<file path="src/rtl/modexp_ctrl_pkg.sv">
// Shared types for the modular-exponentiation sequencer.
package modexp_ctrl_pkg;

  localparam int DEFAULT_WIDTH     = 8;
  localparam int DEFAULT_EXP_WIDTH = 8;

  typedef enum logic [2:0] {
    S_IDLE,
    S_TO_MONT_BASE,
    S_TO_MONT_ONE,
    S_SQUARE,
    S_MULTIPLY,
    S_FROM_MONT,
    S_FINISH
  } state_t;

  // States that hand an operand pair to the Montgomery multiplier.
  function automatic logic is_mm_state(state_t s);
    return (s == S_TO_MONT_BASE) || (s == S_TO_MONT_ONE) || (s == S_SQUARE) ||
           (s == S_MULTIPLY)     || (s == S_FROM_MONT);
  endfunction

endpackage

</file>
<file path="src/rtl/modexp_ctrl.sv">
// Left-to-right square-and-multiply sequencer driving one shared Montgomery
// multiplier; computes base^exp mod n.
module modexp_ctrl
  import modexp_ctrl_pkg::*;
#(
  parameter int WIDTH     = DEFAULT_WIDTH,
  parameter int EXP_WIDTH = DEFAULT_EXP_WIDTH
) (
  input  logic                 clk,
  input  logic                 rst,
  input  logic                 start,
  input  logic [WIDTH-1:0]     base,
  input  logic [EXP_WIDTH-1:0] exp,
  input  logic [WIDTH-1:0]     n,
  input  logic [WIDTH-1:0]     r2_mod_n,
  output logic                 busy,
  output logic                 done,
  output logic [WIDTH-1:0]     result,
  output logic                 mm_start,
  output logic [WIDTH-1:0]     mm_a,
  output logic [WIDTH-1:0]     mm_b,
  output logic [WIDTH-1:0]     mm_n,
  input  logic [WIDTH-1:0]     mm_result,
  input  logic                 mm_done
);

  localparam int                IW      = (EXP_WIDTH > 1) ? $clog2(EXP_WIDTH) : 1;
  localparam logic [WIDTH-1:0]  ONE     = WIDTH'(1);
  localparam logic [IW-1:0]     IDX_TOP = IW'(EXP_WIDTH - 1);

  state_t               state_q, state_d;
  logic                 issued_q;
  logic [IW-1:0]        idx_q, idx_d;
  logic [WIDTH-1:0]     base_q, n_q, r2_q, base_m_q, acc_q, result_q;
  logic [EXP_WIDTH-1:0] exp_q;
  logic                 op_state, capture;

  // A completion only counts once the operation has been issued.
  assign op_state = is_mm_state(state_q);
  assign capture  = op_state && issued_q && mm_done;

  assign busy     = (state_q != S_IDLE);
  assign done     = (state_q == S_FINISH);
  assign mm_start = op_state && !issued_q;
  assign mm_n     = n_q;
  assign result   = result_q;

  always_comb begin
    // NOTE: every output of this block gets a default first so no path leaves
    // a variable unassigned, which would infer a latch.
    state_d = state_q;
    idx_d   = idx_q;
    mm_a    = '0;
    mm_b    = '0;
    unique case (state_q)
      S_IDLE: begin
        if (start) begin
          state_d = S_TO_MONT_BASE;
          idx_d   = IDX_TOP;
        end
      end
      S_TO_MONT_BASE: begin
        mm_a = base_q;
        mm_b = r2_q;
        if (capture) state_d = S_TO_MONT_ONE;
      end
      S_TO_MONT_ONE: begin
        mm_a = ONE;
        mm_b = r2_q;
        if (capture) state_d = S_SQUARE;
      end
      S_SQUARE: begin
        mm_a = acc_q;
        mm_b = acc_q;
        if (capture) begin
          if (exp_q[idx_q])      state_d = S_MULTIPLY;
          else if (idx_q == '0)  state_d = S_FROM_MONT;
          else                   idx_d   = idx_q - 1'b1;
        end
      end
      S_MULTIPLY: begin
        mm_a = acc_q;
        mm_b = base_m_q;
        if (capture) begin
          if (idx_q == '0) begin
            state_d = S_FROM_MONT;
          end else begin
            state_d = S_SQUARE;
            idx_d   = idx_q - 1'b1;
          end
        end
      end
      S_FROM_MONT: begin
        mm_a = acc_q;
        mm_b = ONE;
        if (capture) state_d = S_FINISH;
      end
      S_FINISH: state_d = S_IDLE;
      default:  state_d = S_IDLE;
    endcase
  end

  // NOTE: the operand registers are reset along with the control state so the
  // multiplier sees all-zero operands and mm_n straight out of reset.
  always_ff @(posedge clk or posedge rst) begin
    if (rst) begin
      state_q  <= S_IDLE;
      issued_q <= 1'b0;
      idx_q    <= '0;
      base_q   <= '0;
      exp_q    <= '0;
      n_q      <= '0;
      r2_q     <= '0;
      base_m_q <= '0;
      acc_q    <= '0;
      result_q <= '0;
    end else begin
      // NOTE: non-blocking assignments so every register samples pre-edge values.
      state_q  <= state_d;
      idx_q    <= idx_d;
      issued_q <= op_state && !capture;
      if (state_q == S_IDLE && start) begin
        base_q <= base;
        exp_q  <= exp;
        n_q    <= n;
        r2_q   <= r2_mod_n;
      end
      if (capture) begin
        unique case (state_q)
          S_TO_MONT_BASE:                    base_m_q <= mm_result;
          S_TO_MONT_ONE, S_SQUARE, S_MULTIPLY: acc_q  <= mm_result;
          S_FROM_MONT:                       result_q <= mm_result;
          default:                           ;
        endcase
      end
    end
  end

endmodule

</file>
<file path="config.mk">
export PLATFORM = sky130hd
export DESIGN_NAME = modexp_ctrl
export DESIGN_NICKNAME = d
export VERILOG_FILES = /design/src/rtl/modexp_ctrl_pkg.sv /design/src/rtl/modexp_ctrl.sv
export SDC_FILE = /design/constraint.sdc
export NUM_CORES = 1
export LEC_CHECK = 0
export CAP_MARGIN = 0
export CORE_ASPECT_RATIO = 2
export CORE_MARGIN = 3
export CORE_UTILIZATION = 44
export DETAILED_ROUTE_END_ITERATION = 10
export GPL_ROUTABILITY_DRIVEN = 1
export PLACE_DENSITY_LB_ADDON = 0.12
export RECOVER_POWER = 100
export SLEW_MARGIN = 10
export SYNTH_ARGS = -nofsm -noshare
export SYNTH_HDL_FRONTEND = slang
export SYNTH_SLANG_ARGS = --single-unit
</file>
<file path="constraint.sdc">
create_clock -name clk -period 1.9 [get_ports clk]
set_clock_uncertainty 0.05 [all_clocks]
set_input_delay 0.19 -clock clk [delete_from_list [all_inputs] [get_ports clk]]
set_output_delay 0.19 -clock clk [all_outputs]
set_load 0.03 [all_outputs]
</file>
==> impl_metrics.tcl, run 1 <==
set metrics [dict create \
    outcome "complete, but fails checks" \
    violations "setup timing" \
    crit_path_max_fanout 4 \
    gp_congestion 0.784 \
    via_count 2258 \
    ios 79 \
    cp-end-kind "flip-flop" \
    crit_family "compound AO/OA/AOI/OAI gates" \
    dp_worst_setup_slack_ps -6.09 \
    highest_layer "met4" \
    dp_hpwl_mm 5.31 \
    area_delta_synth_final_pct 48.7 \
    fin_ws_ps -2.28 \
    syn_area_um2 3030 \
    syn_nets 289 \
    final_cell_mix "dfrtp_1, mux2_2, clkdlybuf4s50_1" \
    ys.warnings.count 0 \
    ys.flop_type "dfrtp_1" \
    clockBufferDepth 2 \
    start_util_pct 45.4 \
    grt_pass1_vias 2353 \
    drv_slew 0 \
    synth-seq-area-share_pct 52.0 \
    root_buffer "clkbuf_16" \
    dp_cells 417 \
    drive_gt1_share_pct 40.2 \
    ir_drop_uv 1050 \
    critPathBufInv 1 \
    hold_violations 0 \
    drtIter0Drc 54 \
    stdcell_count 439 \
    h-tree-depth 3 \
    period_needed_ps 1900 \
    grt_pass1_wl_mm 11.4 \
    die_area_um2 7980 \
    diodes 0 \
    yosys.cell_types.count 37 \
    power_density_nw_per_um2 2060 \
    critPathSlowestCell "dfrtp_2" \
    antenna_found_initial 0 \
    leakagePower_nw 1.97 \
    synthXorXnorAreaFrac_pct 0.289 \
    finalSetupViolations 2 \
    cts_tree "done" \
    hp-class "primary input to flip-flop" \
    grt_start_max_net_pins 64 \
    cpPeakStageDelay_ps 420 \
    core_area_um2 6670 \
    rsz0062_at_grt "true" \
    worstPathRequired_ps 2060 \
    met2_length_mm 4.29 \
    async_flop_share_pct 100 \
    syn_inst 243 \
    routed_wl_mm 7.34 \
    tightest_slew_ps 868 \
    hold_ws_ps 421 \
    synthMuxAreaShare_pct 26.2 \
    clock_latency_ps 330 \
    fmax_mhz 526 \
    avgSynthCellArea_um2 12.5 \
    power.total_mw 9.31 \
    period_share_pct 100 \
    cp-start-kind "flip-flop" \
    dr_wl_met3_um 218 \
    synth-simple-area-share_pct 8.25 \
    crit_path_cell_trace "buf_4, or3b_4, a221oi_4, o22ai_4, mux2_4" \
    mostFrequentLayoutCell "dfrtp_1" \
    grt_use_total_pct 19.5 \
    rows 42 \
    antenna_left 0 \
    synth_seq_cells 63 \
    synth-compound-area-share_pct 9.49 \
    die_y_um 123 \
    worst_ep_arrival_time_ps 2060 \
    routed_via_density 5.14 \
    first_pass_iters 4 \
    wl_per_cell_um 16.7 \
    cap_violations 0 \
    final.setup.tns_ps -3.14 \
    port_buffers 78 \
    die-width_um 64.7 \
    clkSinkCount 63 \
    grt-ovfl-total 0 \
    numCtsBuffers 9 \
    nets 392 \
    synth_top_family_by_area "multiplexers" \
    clk_pin_slew_ps 50 \
    wl_met1_mm 2.71 \
    synth-edff-count 0 \
    synth-adder-area-share_pct 0.825 \
    drc 0 \
    relSlewSlack_pct 42.1 \
    crit_type "flip-flop to flip-flop" \
]
synthesized netlist by cell type (2+ instances only):
cell	n	share of area [%]
a21oi_1	5	0.83
a22oi_1	8	2.0
and2_1	2	0.41
and3_1	2	0.41
buf_2	4	0.66
buf_4	3	0.74
clkbuf_1	6	0.74
dfrtp_1	63	52
ha_1	2	0.83
inv_1	5	0.62
mux2_2	55	20
mux2_4	2	0.99
mux2i_1	6	2.0
mux4_1	2	1.7
nand2_1	24	3.0
nand2b_1	4	0.83
nand3_1	2	0.33
nand3b_1	2	0.50
nor2_1	3	0.37
nor2b_1	3	0.62
nor3_1	2	0.33
nor3b_1	2	0.50
o21ai_0	21	3.5
or3_1	2	0.41
kinds of logic (layout without fill, tap and decap cells):
group	after synthesis	after routing
mux	67	67
fa+ha+maj	2	2
simple gates	50	50
flops	63	63
buf+inv	19	127
xor+xnor	1	1
compound gates	41	41
path summary, 6_finish.rpt:
kind	slack (ps)	endpoint	cells after the start	from
max in group asynchronous	640	state_q[1]$_DFFE_PP0P_	3	rst
worst max register to register	-2	idx_q[1]$_DFFE_PP0P_	5	state_q[1]$_DFFE_PP0P_
worst min-delay path	420	r2_q[3]$_DFFE_PP0P_	2	r2_mod_n[3]
worst max-delay path	-2	idx_q[1]$_DFFE_PP0P_	5	state_q[1]$_DFFE_PP0P_
min in group asynchronous	530	mm_n[5]$_DFFE_PP0P_	3	rst
worst min register to register	450	mm_n[2]$_DFFE_PP0P_	1	mm_n[2]$_DFFE_PP0P_
sequential cells by signal, indices dropped and copies added (netlist names):
| signal | cells |
|---|---|
| acc_q | 8 |
| base_m_q | 8 |
| base_q | 8 |
| exp_q | 8 |
| mm_n | 8 |
| r2_q | 8 |
| result | 8 |
| idx_q | 3 |
| state_q | 3 |
| issued_q | 1 |
through the flow:
| stage | cell area (um^2) | util [%] |
|---|---|---|
| 5_1_grt | 4510 | 67.6 |
| 3_3_place_gp | 4090 | 61.3 |
| 3_5_place_dp | 4090 | 61.3 |
| 4_1_cts | 4470 | 66.9 |
| 2_1_floorplan | 3040 | - |
| 6_report | 4510 | 67.6 |
where the power goes:
group | switching [mW] | total [mW] | internal [mW] | leakage (nW)
clock network | 0.563 | 1.69 | 1.12 | 0.149
logic | 2.59 | 5.16 | 2.57 | 1.06
registers | 0.454 | 2.46 | 2.01 | 0.756
repair_timing:
| item | 4_1_cts | 5_1_grt |
|---|---|---|
| resized for setup | 15 | 15 |
| buffers inserted | 5 | 1 |
| setup endpoints to repair | 13 | 13 |
| hold buffers | 0 | 0 |
| pin swaps | 1 | 7 |
worst reg2reg max path: stages (launching register included):
cell,delay [ps]
dfrtp_2,420
buf_4,150
or3b_4,420
a221oi_4,300
o22ai_4,140
mux2_4,310
area by class of cell:
class / instances / area (um^2)
clock buffer: 14 / 274
clock inverter: 2 / 37.5
fill: 540 / 2160
inverter: 5 / 18.8
multi-input combinational: 161 / 1440
sequential: 63 / 1580
tap: 88 / 110
timing repair buffer: 106 / 1050
metal layers:
metal  global-route usage [%]  vias up
met5                        0        -
met4                     8.74        0
met3                     5.45        8
met2                     36.6       38
met1                     19.5     1134
li1                         -     1078
(Power assumes the default switching activity.)
==> run 2: changes to the inputs <==
--- a/config.mk
+++ b/config.mk
@@ -7,10 +7,11 @@
 export LEC_CHECK = 0
 export CAP_MARGIN = 0
 export CORE_ASPECT_RATIO = 2
-export CORE_MARGIN = 3
+export CORE_MARGIN = 5
 export CORE_UTILIZATION = 44
 export DETAILED_ROUTE_END_ITERATION = 10
 export GPL_ROUTABILITY_DRIVEN = 1
+export GPL_TIMING_DRIVEN = 1
 export PLACE_DENSITY_LB_ADDON = 0.12
 export RECOVER_POWER = 100
 export SLEW_MARGIN = 10
==> impl_metrics.tcl, run 2 (same netlist as run 1, synthesis figures left out) <==
set metrics [dict create \
    drive_gt1_share_pct 42.7 \
    period_share_pct 99.0 \
    final_cell_mix "dfrtp_1, mux2_2, clkdlybuf4s50_1" \
    rows 42 \
    outcome "complete, no violations" \
    h-tree-depth 3 \
    die_area_um2 8750 \
    p_seq_share_pct 25.9 \
    cap_violations 0 \
    fmax_mhz 532 \
    p_switching_mw 3.66 \
    core_area_um2 6670 \
    n_fill_cell 497 \
    routed_via_density 5.20 \
    relSlewSlack_pct 42.2 \
    crit_type "flip-flop to flip-flop" \
    switching_share_pct 38.4 \
    gp_congestion 0.831 \
    worst_ep_arrival_time_ps 2040 \
    antenna_found_initial 0 \
    finalSetupViolations 0 \
    mostFrequentLayoutCell "dfrtp_1" \
    leakagePower_nw 2.02 \
    power_frac_clock_pct 18.5 \
    hp-class "primary input to flip-flop" \
    clkSinkCount 63 \
    intPower_mw 5.88 \
    ios 79 \
    clock_latency_ps 330 \
    cp-start-kind "flip-flop" \
    drtIter0Drc 125 \
    cp-end-kind "flip-flop" \
    grt_use_total_pct 19.2 \
    power_density_nw_per_um2 2080 \
    area_delta_synth_final_pct 51.7 \
    worstPathRequired_ps 2060 \
    via_count 2299 \
    cts_tree "done" \
    rsz0062_at_grt "true" \
    routed_wl_mm 7.78 \
    numCtsBuffers 9 \
    final.setup.tns_ps 0 \
    antenna_left 0 \
    stdcell_count 442 \
    grt_start_max_net_pins 64 \
    clockBufferDepth 2 \
    grt_pass1_wl_mm 12.1 \
    drc 0 \
    tightest_slew_ps 866 \
    nets 395 \
    clk_pin_slew_ps 50 \
    grt-ovfl-total 0 \
    grt_pass1_vias 2491 \
    dp_hpwl_mm 5.67 \
    crit_path_max_fanout 3 \
    root_buffer "clkbuf_16" \
    diodes 0 \
    port_buffers 78 \
    ir_drop_uv 1230 \
    drv_slew 0 \
    die-width_um 68.7 \
    dp_cells 419 \
    p_comb_share_pct 55.6 \
    start_util_pct 45.4 \
    die_y_um 127 \
    first_pass_iters 4 \
    power.total_mw 9.55 \
    period_needed_ps 1880 \
    hold_violations 0 \
    wl_per_cell_um 17.6 \
]
==> run 2: area by class of cell <==
| type | instances | area (um^2) | share of cell area [%] |
|---|---|---|---|
| Multi-Input combinational cell | 161 | 1450 | 31.5 |
| Tap cell | 88 | 110 | 2.39 |
| Timing Repair Buffer | 109 | 1110 | 24.2 |
| Sequential cell | 63 | 1580 | 34.3 |
| Clock inverter | 3 | 65.1 | 1.41 |
| Inverter | 5 | 18.8 | 0.408 |
| Clock buffer | 13 | 260 | 5.66 |
==> run 2: path summary, 6_finish.rpt <==
check,startpoint,endpoint,slack (ps),depth (start not counted)
worst max-delay path,state_q[0]$_DFFE_PP0P_,idx_q[1]$_DFFE_PP0P_,20,5
worst max register to register,state_q[0]$_DFFE_PP0P_,idx_q[1]$_DFFE_PP0P_,20,5
max in group asynchronous,rst,state_q[2]$_DFFE_PP0P_,630,3
worst min-delay path,n[4],mm_n[4]$_DFFE_PP0P_,420,2
min in group asynchronous,rst,mm_n[1]$_DFFE_PP0P_,540,3
worst min register to register,mm_n[4]$_DFFE_PP0P_,mm_n[4]$_DFFE_PP0P_,450,1
==> run 2: layer usage <==
metal	GRT usage (%)	part of all wire, %	vias up
met4	10.6	2.7	0
met1	19.8	35	1152
met3	4.39	4.2	13
li1	-	-	1081
met2	34.0	58	53
met5	0	0	-
==> run 2: stage by stage <==
step / utilization, % / instance area [um^2] / worst slack [ps] / hold slack, ps
after CTS: 68.1 / 4540 / -17.1 / 207
after floorplan: - / 3040 / 69.8 / 275
after global placement: 62.1 / 4140 / 87.0 / 437
final: 68.9 / 4600 / 19.2 / 418
after detailed placement: 62.1 / 4140 / 45.4 / 442
after global routing: 68.9 / 4600 / -45.1 / 425
==> run 2: timing repair <==
item | in CTS | in global routing
hold buffers | 0 | 0
pin swaps | 6 | 4
gates cloned | 0 | 1
gates resized for setup | 12 | 23
setup endpoints to repair | 16 | 20
setup buffers | 5 | 1
==> run 2: power groups by stage <==
stage,logic [mW],registers (mW),clock network (mW)
2_1_floorplan,2.72,2.60,0
3_3_place_gp,4.95,2.47,0
3_5_place_dp,5.01,2.50,0
4_1_cts,5.24,2.46,1.80
5_1_grt,5.63,2.56,1.86
6_report,5.31,2.47,1.76
==> run 2: critical path, stage by stage (launching register included) <==
cell	delay, ps
dfrtp_1	390
buf_4	150
or3b_4	430
a221oi_4	310
o22ai_4	130
mux2_4	310
==> RTL change (flow settings as in run 2) <==
The 7 states of `state_t` get a one-hot encoding in 7 bits.
--- a/src/rtl/modexp_ctrl_pkg.sv
+++ b/src/rtl/modexp_ctrl_pkg.sv
@@ -4,14 +4,14 @@
   localparam int DEFAULT_WIDTH     = 8;
   localparam int DEFAULT_EXP_WIDTH = 8;
 
-  typedef enum logic [2:0] {
-    S_IDLE,
-    S_TO_MONT_BASE,
-    S_TO_MONT_ONE,
-    S_SQUARE,
-    S_MULTIPLY,
-    S_FROM_MONT,
-    S_FINISH
+  typedef enum logic [6:0] {
+    S_IDLE         = 7'b0000001,
+    S_TO_MONT_BASE = 7'b0000010,
+    S_TO_MONT_ONE  = 7'b0000100,
+    S_SQUARE       = 7'b0001000,
+    S_MULTIPLY     = 7'b0010000,
+    S_FROM_MONT    = 7'b0100000,
+    S_FINISH       = 7'b1000000
   } state_t;
 
   // States that hand an operand pair to the Montgomery multiplier.
Formal check against the unedited RTL: no difference found for any inputs over 10 cycles, from zero or initial values and one cycle with rst high; not proved beyond that.
==> RTL change against run 2 <==
The flow now finishes with violations (negative setup slack). Sequential cell count up 4. Clock power down 4%. First-iteration DRC count up 46%. Wire length up 20%. Cell count up 9.5%. Largest power group unchanged. Setup slack worse by 0.37 ns. Synthesized area up 3.8%. Non-clock buffer count up 36. Synthesized cell count down 0.41%. Power down 18%. Critical path depth up 1. Register-to-register slack worse by 0.32 ns. Final area up 16%.
==> RTL change: results (changes against run 2) <==
| Metric | Value |
|---|---|
| Outcome | `complete, but fails checks` |
| Violated checks | `negative setup slack` |
| Final #Nets | `435 (+10%)` |
| Critical path's slowest cell | `or4_4` |
| Initial DRC count | `182 (+46%)` |
| RR Startpoint | `state_q[6]` |
| Fill cell count | `411 (-17%)` |
| Netlist cell types | `46 (+24%)` |
| Final setup fails | `48 (+48)` |
| GRT Util Overall | `21.5% (+2.3 points)` |
| Final setup margin | `-0.346 ns (-0.365 ns)` |
| Syn_nets | `288 (-0.35%)` |
| Mapped Cells | `242 (-0.41%)` |
| CTS clk-pin slew, worst paths | `0.05 ns (about the same)` |
| Worst R2R Setup Slack | `-0.30 ns (-0.32 ns)` |
| Hold WS | `0.416 ns (-0.00222 ns)` |
| Leakage power | `2.44 nW (+21%)` |
| CTS max path bufs | `2 (unchanged)` |
| Worst vdd ir | `1.10 mV (-11%)` |
| Crit Path Max Fanout | `5 (+2)` |
| HP Start | `r2_mod_n[1]` |
| Global-route wire length before repair | `14900 µm (+23%)` |
| Hold Path End | `r2_q[1]` |
| Via Count | `2637 (+15%)` |
| Crit-path leading delay family | `simple AND/OR/NAND/NOR gates` |
| Post-synthesis mux area share | `23.4% (-2.8 points)` |
| Slowest stage delay, CP | `0.59 ns (+0.16 ns)` |
| Routed wire length | `9350 µm (+20%)` |
| Met2 Wirelength | `5150 µm (+14%)` |
| GP Congestion | `0.865 (+4.1%)` |
| Largest net degree at the start of global routing | `68 (+6.3%)` |
| Placed insts | `447 (+6.7%)` |
| DR pass1 iterations | `5 (+1)` |
| Num CTS Buffers | `9 (unchanged)` |
| Setup_tns | `-11.55 ns (-11.55 ns)` |
| Tightest Pin Transition | `0.917 ns (+0.0502 ns)` |
| Register area share after synthesis | `53.3% (+1.3 points)` |
| P_sw | `2.75 mW (-25%)` |
| CTS root buf | `clkbuf_16` |
| Commonest cells in the netlist | `dfrtp_1 (66), mux2_2 (60), inv_1 (14), nand2_1 (9)` |
| Metal1 wirelength | `3190 µm (+17%)` |
| Number of antenna violations at the first check in global routing | `0 (unchanged)` |
| Via density | `5.45 (+4.7%)` |
| Post-Place Worst Slack | `-0.253 ns (-0.299 ns)` |
| Share of cells above drive strength 1 | `55.8% (+13 points)` |
| Placed inst area | `4430 µm² (+6.9%)` |
| Reg2reg end | `acc_q[0]` |
| Met3 Wirelength | `523 µm (+59%)` |
| Vias in the first global route | `2905 (+17%)` |
| Synth Area in Adders | `0.795% (-0.031 points)` |
| HPWL after DPL | `6250 µm (+10%)` |
| Post-synthesis compound-gate area fraction | `8.74% (-0.75 points)` |
| Main area contributors after synthesis | `dfrtp_1 (52%), mux2_2 (21%), a222oi_1 (2.2%), a22o_1 (1.9%), inv_1 (1.7%)` |
| Worst reg2reg path depth | `7 (+2)` |
| Clk network pwr share | `21.6% (+3.1 points)` |
| H-tree Lvls | `3 (unchanged)` |
-- RTL change: cell count changes after synthesis, moves of 5 or more --
cell	change
inv_1	+9
a222oi_1	+7
a22o_1	+7
a22oi_1	-6
o21ai_0	-16
mux2_2	+5
nand2_1	-15
-- RTL change: worst max path at each step --
| stage | to | slack (ns) | cells past startpoint | startpoint |
|---|---|---|---|---|
| floorplan | acc_q[0] | -0.12 | 5 | state_q[6] |
| global placement | acc_q[4] | -0.24 | 5 | state_q[6] |
| detailed placement | acc_q[3] | -0.25 | 5 | state_q[6] |
| CTS | mm_b[2] | -0.34 | 6 | state_q[6] |
| global route | mm_b[5] | -0.42 | 7 | state_q[0] |
| finish | mm_b[3] | -0.35 | 6 | state_q[6] |
-- RTL change: per-layer routing --
layer / track usage [%] / up-vias
li1: - / 1192
met1: 22.7 / 1306
met2: 38.2 / 102
met3: 6.13 / 37
met4: 11.6 / 0
met5: 0 / -
-- RTL change: final cells by class --
| cell class | count | area [µm²] | share of cell area (%) |
|---|---|---|---|
| timing repair buffer | 145 | 1430 | 26.8 |
| multi-input combinational | 151 | 1740 | 32.7 |
| sequential | 67 | 1680 | 31.6 |
| clock buffer | 12 | 256 | 4.81 |
| tap | 90 | 113 | 2.11 |
| clock inverter | 4 | 48.8 | 0.916 |
| inverter | 15 | 60.1 | 1.13 |
-- RTL change: power groups by stage --
stage | registers, mW | clock network (mW) | logic [mW]
floorplan | 2.44 | 0 | 1.66
global placement | 2.32 | 0 | 3.06
detailed placement | 2.35 | 0 | 3.10
CTS | 2.36 | 1.71 | 3.57
global route | 2.45 | 1.78 | 3.98
finish | 2.37 | 1.69 | 3.76
-- RTL change: timing repair --
item	4_1_cts	5_1_grt
endpoints found under the setup margin	49	50
setup buffers	12	12
cloned	2	0
resized for setup	69	33
pin swaps	24	10
